===== src/rtl/bcd_div_arbiter_if.sv =====
// bcd_div_arbiter_if: requester, response and shared-divider signals of the BCD divide arbiter
interface bcd_div_arbiter_if;
  logic        req0_valid, req0_ready;
  logic [15:0] req0_dividend, req0_divisor;
  logic        req1_valid, req1_ready;
  logic [15:0] req1_dividend, req1_divisor;
  logic        resp_valid, resp_id;
  logic [15:0] resp_quotient, resp_remainder;
  logic [1:0]  resp_err;
  logic        div_rst, div_start;
  logic [15:0] div_dividend, div_divisor;
  logic [15:0] div_quotient, div_remainder;
  logic        div_end;
  logic        busy;
  modport slave (
    input  req0_valid, req0_dividend, req0_divisor,
    input  req1_valid, req1_dividend, req1_divisor,
    output req0_ready, req1_ready,
    output resp_valid, resp_id, resp_quotient, resp_remainder, resp_err,
    output div_rst, div_start, div_dividend, div_divisor,
    input  div_quotient, div_remainder, div_end,
    output busy
  );
  modport master (
    output req0_valid, req0_dividend, req0_divisor,
    output req1_valid, req1_dividend, req1_divisor,
    input  req0_ready, req1_ready,
    input  resp_valid, resp_id, resp_quotient, resp_remainder, resp_err,
    input  div_rst, div_start, div_dividend, div_divisor,
    output div_quotient, div_remainder, div_end,
    input  busy
  );
endinterface


===== src/rtl/bcd_div_arbiter.sv =====
// bcd_div_arbiter: round-robin sharing of one BCD divider between two requesters, with operand checks and timeout
module bcd_div_arbiter #(
  parameter int TIMEOUT = 50000
) (
  input logic clk,
  input logic rst,
  bcd_div_arbiter_if.slave bus
);
  typedef enum logic [2:0] {IDLE, CLEAR, START, RUN, RESP} state_t;
  state_t state, state_n;
  logic        last_grant, cur_id;
  logic [15:0] cnt;
  logic        g0, g1, acc, tmo, zero, bad;
  logic [15:0] a_dvd, a_dvs;
  logic        rid;
  logic [15:0] rq, rr, dd, ds;
  logic [1:0]  rerr;

  function automatic logic bad_bcd(input logic [15:0] x);
    bad_bcd = 1'b0;
    for (int i = 0; i < 4; i++) bad_bcd = bad_bcd | (x[4*i +: 4] > 4'd9);
  endfunction

  assign g0    = bus.req0_valid & (~bus.req1_valid | last_grant);
  assign g1    = bus.req1_valid & (~bus.req0_valid | ~last_grant);
  assign acc   = (state == IDLE) & (g0 | g1);
  assign a_dvd = g1 ? bus.req1_dividend : bus.req0_dividend;
  assign a_dvs = g1 ? bus.req1_divisor : bus.req0_divisor;
  assign zero  = a_dvs == 16'h0000;
  assign bad   = bad_bcd(a_dvd) | bad_bcd(a_dvs);
  // a completion arriving in the final RUN cycle beats the timeout
  assign tmo   = (state == RUN) & ~bus.div_end & (cnt == 16'(TIMEOUT - 1));

  always_ff @(posedge clk) begin
    if (rst) state <= IDLE;
    else     state <= state_n;
  end

  always_comb begin
    state_n = state;
    case (state)
      IDLE:    if (acc) state_n = (zero | bad) ? RESP : CLEAR;
      CLEAR:   state_n = START;
      START:   state_n = RUN;
      RUN:     if (bus.div_end | tmo) state_n = RESP;
      default: state_n = IDLE;
    endcase
  end

  always_ff @(posedge clk) begin
    if (rst) begin
      last_grant <= 1'b1;
      cur_id     <= 1'b0;
      cnt        <= '0;
      rid        <= 1'b0;
      rq         <= '0;
      rr         <= '0;
      rerr       <= 2'b00;
      dd         <= '0;
      ds         <= '0;
    end else begin
      if (acc) begin
        last_grant <= g1;
        cur_id     <= g1;
        if (zero | bad) begin
          rid  <= g1;
          rq   <= '0;
          rr   <= zero ? a_dvd : 16'h0000;
          rerr <= zero ? 2'b01 : 2'b10;
        end else begin
          dd <= a_dvd;
          ds <= a_dvs;
        end
      end
      if (state == START) cnt <= '0;
      else if (state == RUN) cnt <= cnt + 16'd1;
      if (state == RUN && bus.div_end) begin
        rid  <= cur_id;
        rq   <= bus.div_quotient;
        rr   <= bus.div_remainder;
        rerr <= 2'b00;
      end else if (tmo) begin
        rid  <= cur_id;
        rq   <= '0;
        rr   <= '0;
        rerr <= 2'b11;
      end
    end
  end

  assign bus.req0_ready     = (state == IDLE) & g0;
  assign bus.req1_ready     = (state == IDLE) & g1;
  assign bus.resp_valid     = state == RESP;
  assign bus.resp_id        = rid;
  assign bus.resp_quotient  = rq;
  assign bus.resp_remainder = rr;
  assign bus.resp_err       = rerr;
  // the divider's quotient register only clears on its reset, so reset it around every use
  assign bus.div_rst        = rst | (state == CLEAR) | tmo;
  assign bus.div_start      = state == START;
  assign bus.div_dividend   = dd;
  assign bus.div_divisor    = ds;
  assign bus.busy           = state != IDLE;
endmodule


===== src/flat_wrapper.sv =====
// flat-port wrapper written by rule: the top's interface ports become plain ports
module bcd_div_arbiter_flat 
#(
  parameter int TIMEOUT = 50000
)
  (clk, rst, bus_req0_valid, bus_req0_dividend, bus_req0_divisor, bus_req1_valid, bus_req1_dividend, bus_req1_divisor, bus_req0_ready, bus_req1_ready, bus_resp_valid, bus_resp_id, bus_resp_quotient, bus_resp_remainder, bus_resp_err, bus_div_rst, bus_div_start, bus_div_dividend, bus_div_divisor, bus_div_quotient, bus_div_remainder, bus_div_end, bus_busy);
  bcd_div_arbiter_if bus_i ();
  input logic clk;
  input logic rst;
  input wire logic [$bits(bus_i.req0_valid)-1:0] bus_req0_valid;
  input wire logic [$bits(bus_i.req0_dividend)-1:0] bus_req0_dividend;
  input wire logic [$bits(bus_i.req0_divisor)-1:0] bus_req0_divisor;
  input wire logic [$bits(bus_i.req1_valid)-1:0] bus_req1_valid;
  input wire logic [$bits(bus_i.req1_dividend)-1:0] bus_req1_dividend;
  input wire logic [$bits(bus_i.req1_divisor)-1:0] bus_req1_divisor;
  output wire logic [$bits(bus_i.req0_ready)-1:0] bus_req0_ready;
  output wire logic [$bits(bus_i.req1_ready)-1:0] bus_req1_ready;
  output wire logic [$bits(bus_i.resp_valid)-1:0] bus_resp_valid;
  output wire logic [$bits(bus_i.resp_id)-1:0] bus_resp_id;
  output wire logic [$bits(bus_i.resp_quotient)-1:0] bus_resp_quotient;
  output wire logic [$bits(bus_i.resp_remainder)-1:0] bus_resp_remainder;
  output wire logic [$bits(bus_i.resp_err)-1:0] bus_resp_err;
  output wire logic [$bits(bus_i.div_rst)-1:0] bus_div_rst;
  output wire logic [$bits(bus_i.div_start)-1:0] bus_div_start;
  output wire logic [$bits(bus_i.div_dividend)-1:0] bus_div_dividend;
  output wire logic [$bits(bus_i.div_divisor)-1:0] bus_div_divisor;
  input wire logic [$bits(bus_i.div_quotient)-1:0] bus_div_quotient;
  input wire logic [$bits(bus_i.div_remainder)-1:0] bus_div_remainder;
  input wire logic [$bits(bus_i.div_end)-1:0] bus_div_end;
  output wire logic [$bits(bus_i.busy)-1:0] bus_busy;
  assign bus_i.req0_valid = bus_req0_valid;
  assign bus_i.req0_dividend = bus_req0_dividend;
  assign bus_i.req0_divisor = bus_req0_divisor;
  assign bus_i.req1_valid = bus_req1_valid;
  assign bus_i.req1_dividend = bus_req1_dividend;
  assign bus_i.req1_divisor = bus_req1_divisor;
  assign bus_req0_ready = bus_i.req0_ready;
  assign bus_req1_ready = bus_i.req1_ready;
  assign bus_resp_valid = bus_i.resp_valid;
  assign bus_resp_id = bus_i.resp_id;
  assign bus_resp_quotient = bus_i.resp_quotient;
  assign bus_resp_remainder = bus_i.resp_remainder;
  assign bus_resp_err = bus_i.resp_err;
  assign bus_div_rst = bus_i.div_rst;
  assign bus_div_start = bus_i.div_start;
  assign bus_div_dividend = bus_i.div_dividend;
  assign bus_div_divisor = bus_i.div_divisor;
  assign bus_i.div_quotient = bus_div_quotient;
  assign bus_i.div_remainder = bus_div_remainder;
  assign bus_i.div_end = bus_div_end;
  assign bus_busy = bus_i.busy;
  bcd_div_arbiter #(.TIMEOUT(TIMEOUT)) u_core (.clk(clk), .rst(rst), .bus(bus_i));
endmodule

===== config.mk =====
export PLATFORM = sky130hd
export DESIGN_NAME = bcd_div_arbiter_flat
export DESIGN_NICKNAME = d
export VERILOG_FILES = /design/src/rtl/bcd_div_arbiter_if.sv /design/src/rtl/bcd_div_arbiter.sv /design/src/flat_wrapper.sv
export SDC_FILE = /design/constraint.sdc
export NUM_CORES = 1
export LEC_CHECK = 0
export CAP_MARGIN = 5
export CORE_MARGIN = 3
export CORE_UTILIZATION = 40
export CTS_CLUSTER_SIZE = 28
export DETAILED_ROUTE_END_ITERATION = 8
export GPL_TIMING_DRIVEN = 0
export PLACE_DENSITY = 0.75
export SYNTH_ARGS = -nofsm -noshare
export SYNTH_HDL_FRONTEND = slang
export SYNTH_SLANG_ARGS = --single-unit

===== constraint.sdc =====
create_clock -name clk -period 2 [get_ports clk]
set_clock_uncertainty 0.15 [all_clocks]
set_input_delay 0.4 -clock clk [delete_from_list [all_inputs] [get_ports clk]]
set_output_delay 0.4 -clock clk [all_outputs]
set_load 0.01 [all_outputs]

### Word-level counts from Yosys, hierarchy flattened

Index checks and enable logic that the tools add are counted.

* bits in registers: 88
* input port bits: 101
* output and inout bits: 73

* $add $sub $neg: 1
* magnitude comparators: 8
* eq/ne operators: 7
* multiplexer cells: 23
* bitwise operators: 26
* reduce and logical (&&, ||, !) cells: 14

Operators with widths (count)
* $mux 16: 11
* $gt 4x4->1 const B: 8
* $add 16x1->16 const B: 1
* $eq 16x16->1 const B: 1
* $logic_not 16->1: 1
* $or 1x1->1: 14
* $pmux 3 s4: 1
* $mux 3: 3
* $reduce_bool 3->1: 3
* $mux 2: 4
* $reduce_and 2->1: 4
* $and 1x1->1: 7
* $eq 3x2->1 const B: 2
* $not 1->1: 5
* $mux 1: 4
* $reduce_bool 2->1: 2
* $reduce_or 2->1: 2
* $eq 3x1->1 const B: 1
* $eq 3x3->1 const B: 1
* $logic_not 3->1: 1
* $ne 2x1->1 const B: 1
* $ne 2x2->1 const B: 1
* $logic_and 1x1->1: 1

### Depth between registers and ports, before layout

Gate-level depths: netlist of the first run.

* depth in word-level cells: 14
* depth in mapped cells: 8

### Worst setup path after synthesis of the first run

OpenSTA, ideal clock, no wires.

* kind: input to register
* from: input port bus_req0_divisor[8]
* to: register u_core.rr[10] (netlist: u_core.bus.resp_remainder[10])
* library setup time: 0.139 ns
* data arrival time: 1.776 ns
* path slack: -0.065 ns
* cell stages on the path: 7
* path buffers: 2
* cells stage by stage: nor4_1 -> nand4_1 -> and4_1 -> buf_2 -> o31ai_4 -> buf_6 -> a221oi_1

* cells in the longest elaborated chain, start to end: 8
* elaborated cells between the ends (all ways): 14
* those cells by class: 1 x order compare; 6 x mux; 4 x bitwise; 3 x reduce/logical

Ends and longest elaborated chain
* from (decl): line flat_wrapper.sv:12 `input wire logic [$bits(bus_i.req0_divisor)-1:0] bus_req0_divisor;`
* $mux 16 *: line bcd_div_arbiter.sv:28 `assign a_dvs = g1 ? bus.req1_divisor : bus.req0_divisor;`
* $gt 4x4->1: line bcd_div_arbiter.sv:21 `for (int i = 0; i < 4; i++) bad_bcd = bad_bcd | (x[4*i +: 4] > 4'd9);`
* $or 1x1->1 (2 in series): line bcd_div_arbiter.sv:21
* $or 1x1->1: line bcd_div_arbiter.sv:30 `assign bad = bad_bcd(a_dvd) | bad_bcd(a_dvs);`
* $or 1x1->1: line bcd_div_arbiter.sv:65 `if (zero | bad) begin`
* $reduce_bool 3->1 (no source line)
* $reduce_and 2->1 (no source line)
* to (signal assigned): line bcd_div_arbiter.sv:68 `rr <= zero ? a_dvd : 16'h0000;`
* to (signal assigned): line bcd_div_arbiter.sv:80 `rr <= bus.div_remainder;`
* to (decl): line bcd_div_arbiter.sv:16 `logic [15:0] rq, rr, dd, ds;`

Every way passes the cells marked *; elsewhere a longest branch is shown, timed or not. The select of a mux whose other input is x is not followed.
A chain may end at the register's enable or synchronous reset.

### Worst setup path in the final report of the first run

* from: input port bus_req0_divisor[13]
* to: register u_core.ds[15] (netlist: u_core.bus.div_divisor[15])

* cells in the longest elaborated chain, start to end: 7
* elaborated cells between the ends (all ways): 8
* those cells by class: 1 x order compare; 1 x mux; 4 x bitwise; 2 x reduce/logical

Ends and longest elaborated chain
* $mux 16 *: line bcd_div_arbiter.sv:28
* $gt 4x4->1: line bcd_div_arbiter.sv:21
* $or 1x1->1: line bcd_div_arbiter.sv:21
* $or 1x1->1: line bcd_div_arbiter.sv:30
* $or 1x1->1 *: line bcd_div_arbiter.sv:65
* $not 1->1 (no source line) *
* $reduce_and 2->1 (no source line) *
* to (signal assigned): line bcd_div_arbiter.sv:72 `ds <= a_dvs;`
* to (decl): line bcd_div_arbiter.sv:16

Every way passes the cells marked *; elsewhere a longest branch is shown, timed or not.

==> flow_metrics.env, run 1 <==
export IMPL_outcome="complete, but fails checks"
export IMPL_failed_checks="negative setup slack"
export IMPL_timing_hold_violations_final=0
export IMPL_worst_path_max_fanout=8
export IMPL_hold_ws_ns=0.3165
export IMPL_post_synth_mux_area_share_pct=4.241
export IMPL_timing_final_crit_period_ns=2.474
export IMPL_yosysSeqAreaShare_pct=38.52
export IMPL_postLayoutCoreUtil_pct=79.04
export IMPL_critPathCaptureType="flop"
export IMPL_maximum_number_of_pins_on_one_net_before_global_route_repair=15
export IMPL_layout_worst_path_cycle_share_pct=123.7
export IMPL_overflow=0
export IMPL_synth_nets=638
export IMPL_clk_root_buffer_cell="clkbuf_16"
export IMPL_worstSetupPathType="in -> reg"
export IMPL_vdd_ir_drop_worst_v=0.0004306
export IMPL_peak_per_stage_delay_on_the_critical_path_ns=0.49
export IMPL_place_gp_congestion=0.9511
export IMPL_finalWirelength_um=23760
export IMPL_synthDominantCellAreaShare_pct=38.52
export IMPL_syn_mean_instance_area_um2=8.532
export IMPL_insertedDiodeCount=0
export IMPL_sink_count_of_the_clock_tree=88
export IMPL_detailroute_via_count=6171
export IMPL_finalSetupViolations=74
export IMPL_worst_slew_pin_slew_ns=0.7794
export IMPL_max_slew_headroom_pct=48.04
export IMPL_distinct_cell_type_count_of_the_synthesized_netlist=54
export IMPL_synthesis_instances=536
export IMPL_placedCellCount=848
export IMPL_clock_slew_at_the_register_clock_pins_of_the_worst_setup_and_hold_paths_ns=0.08
export IMPL_timing_max_cap_violations=0
export IMPL_number_of_top_level_pins=174
export IMPL_global_route_usage_total_pct=29.69
export IMPL_post_synth_xor_area_fraction_pct=2.681
export IMPL_number_of_slew_limit_violations_in_the_final_report=0
export IMPL_critical_path_slowest_cell="nor4_2"
export IMPL_synth_compound_area_share_pct=28.45
export IMPL_place_ws_ns=-1.271
export IMPL_vias_per_cell=6.530
export IMPL_cts_buffers=9
export IMPL_die_w_um=112.9
export IMPL_pwr_dens_mw_per_mm2=565.7
export IMPL_place_detailed_hpwl_um=13100
export IMPL_critical_path_buf_inv_count=4
export IMPL_start_util_pct=41.64
export IMPL_postLayoutCellArea_mm2=0.008681
export IMPL_drt_iter0_markers=570
export IMPL_cts_tree="done"
export IMPL_placement_io_buffers=172
export IMPL_cts_buffer_depth=2
export IMPL_synth_area_top_cells="dfxtp_1 39%, a211oi_1 7.9%, nand2_1 4.9%"
export IMPL_routedWlPerCell_um=25.14
export IMPL_first_pass_iters=7
export IMPL_num_rows=38
export IMPL_hold_path_class="reg -> reg"
export IMPL_timing_reg2reg_worst_path_depth=7
export IMPL_drt_drc_violations_left=0
export IMPL_insertion_delay_ns=0.36
export IMPL_critPathTopFamily="simple AND/OR/NAND/NOR gates"
export IMPL_number_of_nets_in_the_final_layout=902
export IMPL_antenna_violating_nets_post_route=0
export IMPL_vias_in_the_first_global_route=5580
export IMPL_p_leak_nw=3.109
export IMPL_htreeDepth=3
export IMPL_syn_to_final_growth_pct=89.82
export IMPL_chipHeight_um=112.9
export IMPL_synth_edf_count=0
export IMPL_timing_critical_path_cells="clkbuf_2, nor4_2, nand4_1, buf_4, and4_1, buf_6, o21ai_4, clkbuf_16, a211oi_2"
export IMPL_arrival_ns=2.52
export IMPL_synth_top_area_cell="dfxtp_1"
export IMPL_core_area_mm2=0.01098
export IMPL_post_synth_and_or_nand_nor_area_fraction_pct=17.84
export IMPL_worst_endpoint_required_ns=2.05
export IMPL_synth_top_family_by_area="compound AO/OA/AOI/OAI gates"
export IMPL_postSynth_topFlopCell="dfxtp_1"
export IMPL_max_freq_ghz=0.4042
export IMPL_synth_adder_area_share_pct=0.2736
export IMPL_hold_path_depth=2
export IMPL_async_reset_ff_share_pct=0
export IMPL_synthesis_yosys_warnings=0
export IMPL_global_route_wire_length_before_repair_um=30140
export IMPL_final_layout_size_suffix_gt1_share_pct=41.12
export IMPL_design_die_area_mm2=0.01275
export IMPL_antenna_found_initial=1
export IMPL_rsz0062_at_grt="true"
export IMPL_layoutNonFillerInstCount=945
export IMPL_placed_area_mm2=0.006504
export IMPL_timing_final_ws_setup_ns=-0.4741
export IMPL_worst_setup_path_start_kind="primary input"
export IMPL_postSynthRegisterBits=88
export IMPL_critical_path_cell_count=9
export IMPL_post_synth_instance_area_mm2=0.004573
[metal layers]
| metal | vias to the layer above | track usage (%) | wire, um |
|---|---|---|---|
| met1 | 2977 | 35.90 | 8468 |
| met2 | 485 | 50.99 | 11250 |
| met3 | 143 | 6.952 | 2491 |
| met5 | - | 0 | 13 |
| li1 | 2564 | - | - |
| met4 | 2 | 11.62 | 1535 |
[per-stage QoR]
| stage | total power, mW | setup TNS [ns] |
|---|---|---|
| 6_report | 4.911 | -25.52 |
| 5_1_grt | 5.002 | -28.56 |
| 4_1_cts | 4.608 | -6.996 |
| 3_5_place_dp | 2.681 | -59.22 |
| 3_3_place_gp | 2.671 | -57.16 |
| 2_1_floorplan | 2.217 | -0.05130 |
[cell families (layout without fill, tap and decap cells)]
family / Yosys count / in the layout
buffers and inverters: 88 / 357
AO/OA/AOI/OAI: 169 / 169
XOR/XNOR: 14 / 14
multiplexers: 17 / 17
AND/OR/NAND/NOR: 159 / 159
flip-flops: 88 / 88
adder cells (fa/ha/maj): 1 / 1
[area by class of cell]
type                       instances  area (um^2)
clock buffer                      12        246.5
buffer                            44        444.2
clock inverter                     4        77.57
tap                              140        175.2
fill                             632         2302
multi-input combinational        360         3348
sequential                        88         1787
timing repair buffer             257         2449
inverter                          40        153.9
[power by group]
group          total (mW)  internal (mW)  switching (mW)
combinational        1.15          0.552           0.596
clock                1.92           1.14           0.779
sequential           1.85           1.80          0.0434
[sequential cells by signal, indices dropped and copies added, names as in the netlist]
register / flops
u_core.bus.resp_err: 2
u_core.bus.resp_id: 1
u_core.bus.div_divisor: 16
u_core.cnt: 16
u_core.state: 3
u_core.bus.div_dividend: 16
u_core.last_grant: 1
u_core.bus.resp_quotient: 16
u_core.bus.resp_remainder: 16
u_core.cur_id: 1
[cells in the mapped netlist (16+ instances only)]
library cell and count:
a211oi_1 48, dfxtp_1 88, o21ai_0 19, buf_2 18, nand2_1 60, o2111a_1 16
clkbuf_1 26, a32oi_1 16, o311ai_0 16, nor2_1 37, inv_1 40, a21oi_1 22
a221oi_1 17, mux2_2 16
[tightest hold or removal path, stage by stage, from the launching register on]
cell and delay [ns]:
dfxtp_1 0.31, inv_1 0.06, a211oi_2 0.06
[layout by cell type (no fill, tap or decap), types with 4 or more instances in the layout]
master	netlist	routed
buf_4	1	53
inv_1	40	38
a21oi_2	1	7
o21ai_1	2	9
clkbuf_16	0	15
nor4_4	1	7
a211oi_1	48	9
o21ai_2	1	4
dlygate4sd2_1	0	24
nand3_1	7	6
nor3_1	4	4
buf_8	0	11
clkbuf_4	0	5
a32oi_2	0	13
clkbuf_2	1	23
o311ai_2	0	7
clkdlybuf4s50_1	0	109
nand2_1	60	54
a21oi_1	22	14
buf_6	1	49
xor2_1	5	5
mux2_2	16	16
and4_1	7	5
dfxtp_1	88	80
nand4_1	10	10
o2111a_1	16	16
buf_2	18	9
a211oi_2	0	39
nor2_1	37	34
xnor2_1	9	9
a221oi_2	0	5
o21ai_0	19	6
dfxtp_4	0	6
a221oi_1	17	12
nor4_2	0	4
o311ai_4	0	9
clkbuf_1	26	7
[what timing repair did]
action,in CTS,in global routing
setup endpoints to repair,78,84
gates resized for setup,287,202
hold buffers,0,0
pin swaps,78,66
cloned,7,6
buffers inserted,37,40
[worst paths after layout]
check	end	start	slack, ns
max	u_core.bus.div_divisor[15]	bus_req0_divisor[13]	-0.47
min	u_core.bus.div_divisor[5]	u_core.bus.div_divisor[5]	0.32
max reg2reg	u_core.bus.resp_remainder[13]	u_core.cnt[13]	-0.36
min reg2reg	u_core.bus.div_divisor[5]	u_core.bus.div_divisor[5]	0.32
Note: power is estimated with default switching activity, not from simulation.
==> run 2, diff against run 1 <==
--- a/config.mk
+++ b/config.mk
@@ -7,11 +7,11 @@
 export LEC_CHECK = 0
 export CAP_MARGIN = 5
 export CORE_MARGIN = 3
-export CORE_UTILIZATION = 40
+export CORE_UTILIZATION = 48
 export CTS_CLUSTER_SIZE = 28
 export DETAILED_ROUTE_END_ITERATION = 8
 export GPL_TIMING_DRIVEN = 0
-export PLACE_DENSITY = 0.75
+export PLACE_DENSITY = 0.84
 export SYNTH_ARGS = -nofsm -noshare
 export SYNTH_HDL_FRONTEND = slang
 export SYNTH_SLANG_ARGS = --single-unit
==> constraint.sdc (replaced) <==
create_clock -name clk -period 3.15 [get_ports clk]
set_clock_uncertainty 0.15 [all_clocks]
set_input_delay 0.63 -clock clk [delete_from_list [all_inputs] [get_ports clk]]
set_output_delay 0.63 -clock clk [all_outputs]
set_load 0.01 [all_outputs]
==> flow_metrics.env, run 2 (same netlist as run 1, synthesis figures left out) <==
export IMPL_outcome="complete, no violations"
export IMPL_place_detailed_hpwl_um=12770
export IMPL_overflow=0
export IMPL_layoutNonFillerInstCount=850
export IMPL_postCtsSetupBuffers=0
export IMPL_timing_hold_violations_final=0
export IMPL_vdd_ir_drop_worst_v=0.0002372
export IMPL_detailroute_via_count=5066
export IMPL_max_freq_ghz=0.3301
export IMPL_mostFrequentLayoutCells="170 x clkdlybuf4s50_1, 88 x dfxtp_1, 59 x nand2_1"
export IMPL_clk_root_buffer_cell="clkbuf_8"
export IMPL_peak_per_stage_delay_on_the_critical_path_ns=0.54
export IMPL_htreeDepth=3
export IMPL_timing_final_crit_period_ns=3.029
export IMPL_routedWlPerCell_um=19.10
export IMPL_layout_worst_path_cycle_share_pct=96.17
export IMPL_pwr_dens_mw_per_mm2=392.1
export IMPL_insertion_delay_ns=0.36
export IMPL_number_of_slew_limit_violations_in_the_final_report=0
export IMPL_hold_ws_ns=0.3040
export IMPL_insertedDiodeCount=0
export IMPL_critPathTopFamily="buffers and inverters"
export IMPL_global_route_wire_length_before_repair_um=26010
export IMPL_maximum_number_of_pins_on_one_net_before_global_route_repair=17
export IMPL_finalSetupViolations=0
export IMPL_critPathCaptureType="primary output"
export IMPL_die_w_um=103.6
export IMPL_placedCellCount=834
export IMPL_global_route_usage_total_pct=29.34
export IMPL_final_common_cell="clkdlybuf4s50_1"
export IMPL_first_pass_iters=5
export IMPL_placement_io_buffers=172
export IMPL_critical_path_slowest_cell="clkdlybuf4s50_1"
export IMPL_number_of_nets_in_the_final_layout=821
export IMPL_sink_count_of_the_clock_tree=88
export IMPL_place_ws_ns=-0.5394
export IMPL_cts_buffer_depth=2
export IMPL_final_layout_size_suffix_gt1_share_pct=9.392
export IMPL_hold_path_class="reg -> reg"
export IMPL_arrival_ns=2.25
export IMPL_fillers=693
export IMPL_timing_final_ws_setup_ns=0.1206
export IMPL_num_rows=34
export IMPL_design_die_area_mm2=0.01074
export IMPL_critical_path_buf_inv_count=4
export IMPL_timing_critical_path_cells="dlygate4sd2_1, nand2_1, nand2_2, clkbuf_4, buf_4, nor2_1, clkdlybuf4s50_1"
export IMPL_clock_slew_at_the_register_clock_pins_of_the_worst_setup_and_hold_paths_ns=0.09
export IMPL_max_slew_headroom_pct=49.55
export IMPL_number_of_top_level_pins=174
export IMPL_report_power_total_mw=2.626
export IMPL_p_leak_nw=2.251
export IMPL_worst_setup_path_start_kind="primary input"
export IMPL_core_area_mm2=0.008976
export IMPL_chipHeight_um=103.6
export IMPL_cts_tree="done"
export IMPL_drt_drc_violations_left=0
export IMPL_worst_endpoint_required_ns=2.37
export IMPL_place_gp_congestion=0.9900
export IMPL_antenna_violating_nets_post_route=0
export IMPL_worstSetupPathType="in -> out"
export IMPL_cts_buffers=9
export IMPL_antenna_found_initial=0
export IMPL_cts_hold_fix_buffers=0
export IMPL_rsz0062_at_grt="false"
export IMPL_worst_path_max_fanout=10
export IMPL_finalSetupTns_ns=0
export IMPL_drt_iter0_markers=330
export IMPL_syn_to_final_growth_pct=46.46
export IMPL_worst_slew_pin_slew_ns=0.7517
export IMPL_timing_max_cap_violations=0
export IMPL_vias_per_cell=5.960
export IMPL_finalWirelength_um=16230
export IMPL_vias_in_the_first_global_route=5163
export IMPL_start_util_pct=50.95
-- run 2: cell types whose count changed in the layout (fill, tap and decap cells not counted), sizes merged --
cell / change
dlymetal6s2s: -1
dlygate4sd2: -22
inv: +3
clkdlybuf4s50: +61
clkbuf: -16
buf: -104
clkdlybuf4s15: -1
clkinvlp: -1
-- run 2: final timing paths --
kind / slack, ns / start / to / cells after the start
max: 0.12 / bus_req0_valid / bus_req1_ready / 7
min: 0.30 / u_core.bus.div_divisor[5] / u_core.bus.div_divisor[5] / 2
max reg2reg: 0.76 / u_core.cnt[4] / u_core.bus.resp_remainder[11] / 6
min reg2reg: 0.30 / u_core.bus.div_divisor[5] / u_core.bus.div_divisor[5] / 2
-- run 2: where the power goes --
part           switching (mW)  total [mW]  internal, mW
Sequential             0.0216        1.17          1.15
Combinational           0.248       0.512         0.264
Clock                   0.462       0.945         0.483
-- run 2: repair_timing --
action | in CTS | in global routing
gates resized for setup | 7 | 0
setup endpoints to repair | 2 | 0
hold endpoints to repair | 0 | 0
-- run 2: final cells by class --
cell class,instances,area [um^2],area share (%)
clock inverters,6,100.1,1.494
inverters,40,150.1,2.242
flip-flops and latches,88,1762,26.30
multi-input cells,360,2449,36.56
repair buffers,172,1719,25.67
well taps,126,157.7,2.354
clock buffers,10,137.6,2.055
plain buffers,48,222.7,3.325
-- run 2: per-layer routing --
metal  GRT usage, %  up-vias  routed length [um]
met4          11.87        0                 544
met1          35.58     2393                6678
met5              0        -                   0
li1               -     2382                   -
met3          8.147       47                1416
met2          49.21      244                7592
-- run 2: tightest hold or removal path: cells and delay by family, from the launching register on --
| family | cells | cell delay, ns |
|---|---|---|
| AO/OA/AOI/OAI | 1 | 0.05 |
| buffers and inverters | 1 | 0.05 |
| flip-flops | 1 | 0.32 |
-- run 2: stage by stage --
step | utilization [%] | instance area, um^2
floorplan | - | 4573
global placement | 71.88 | 6452
detailed placement | 71.88 | 6452
CTS | 74.62 | 6698
global route | 74.62 | 6698
finish | 74.62 | 6698
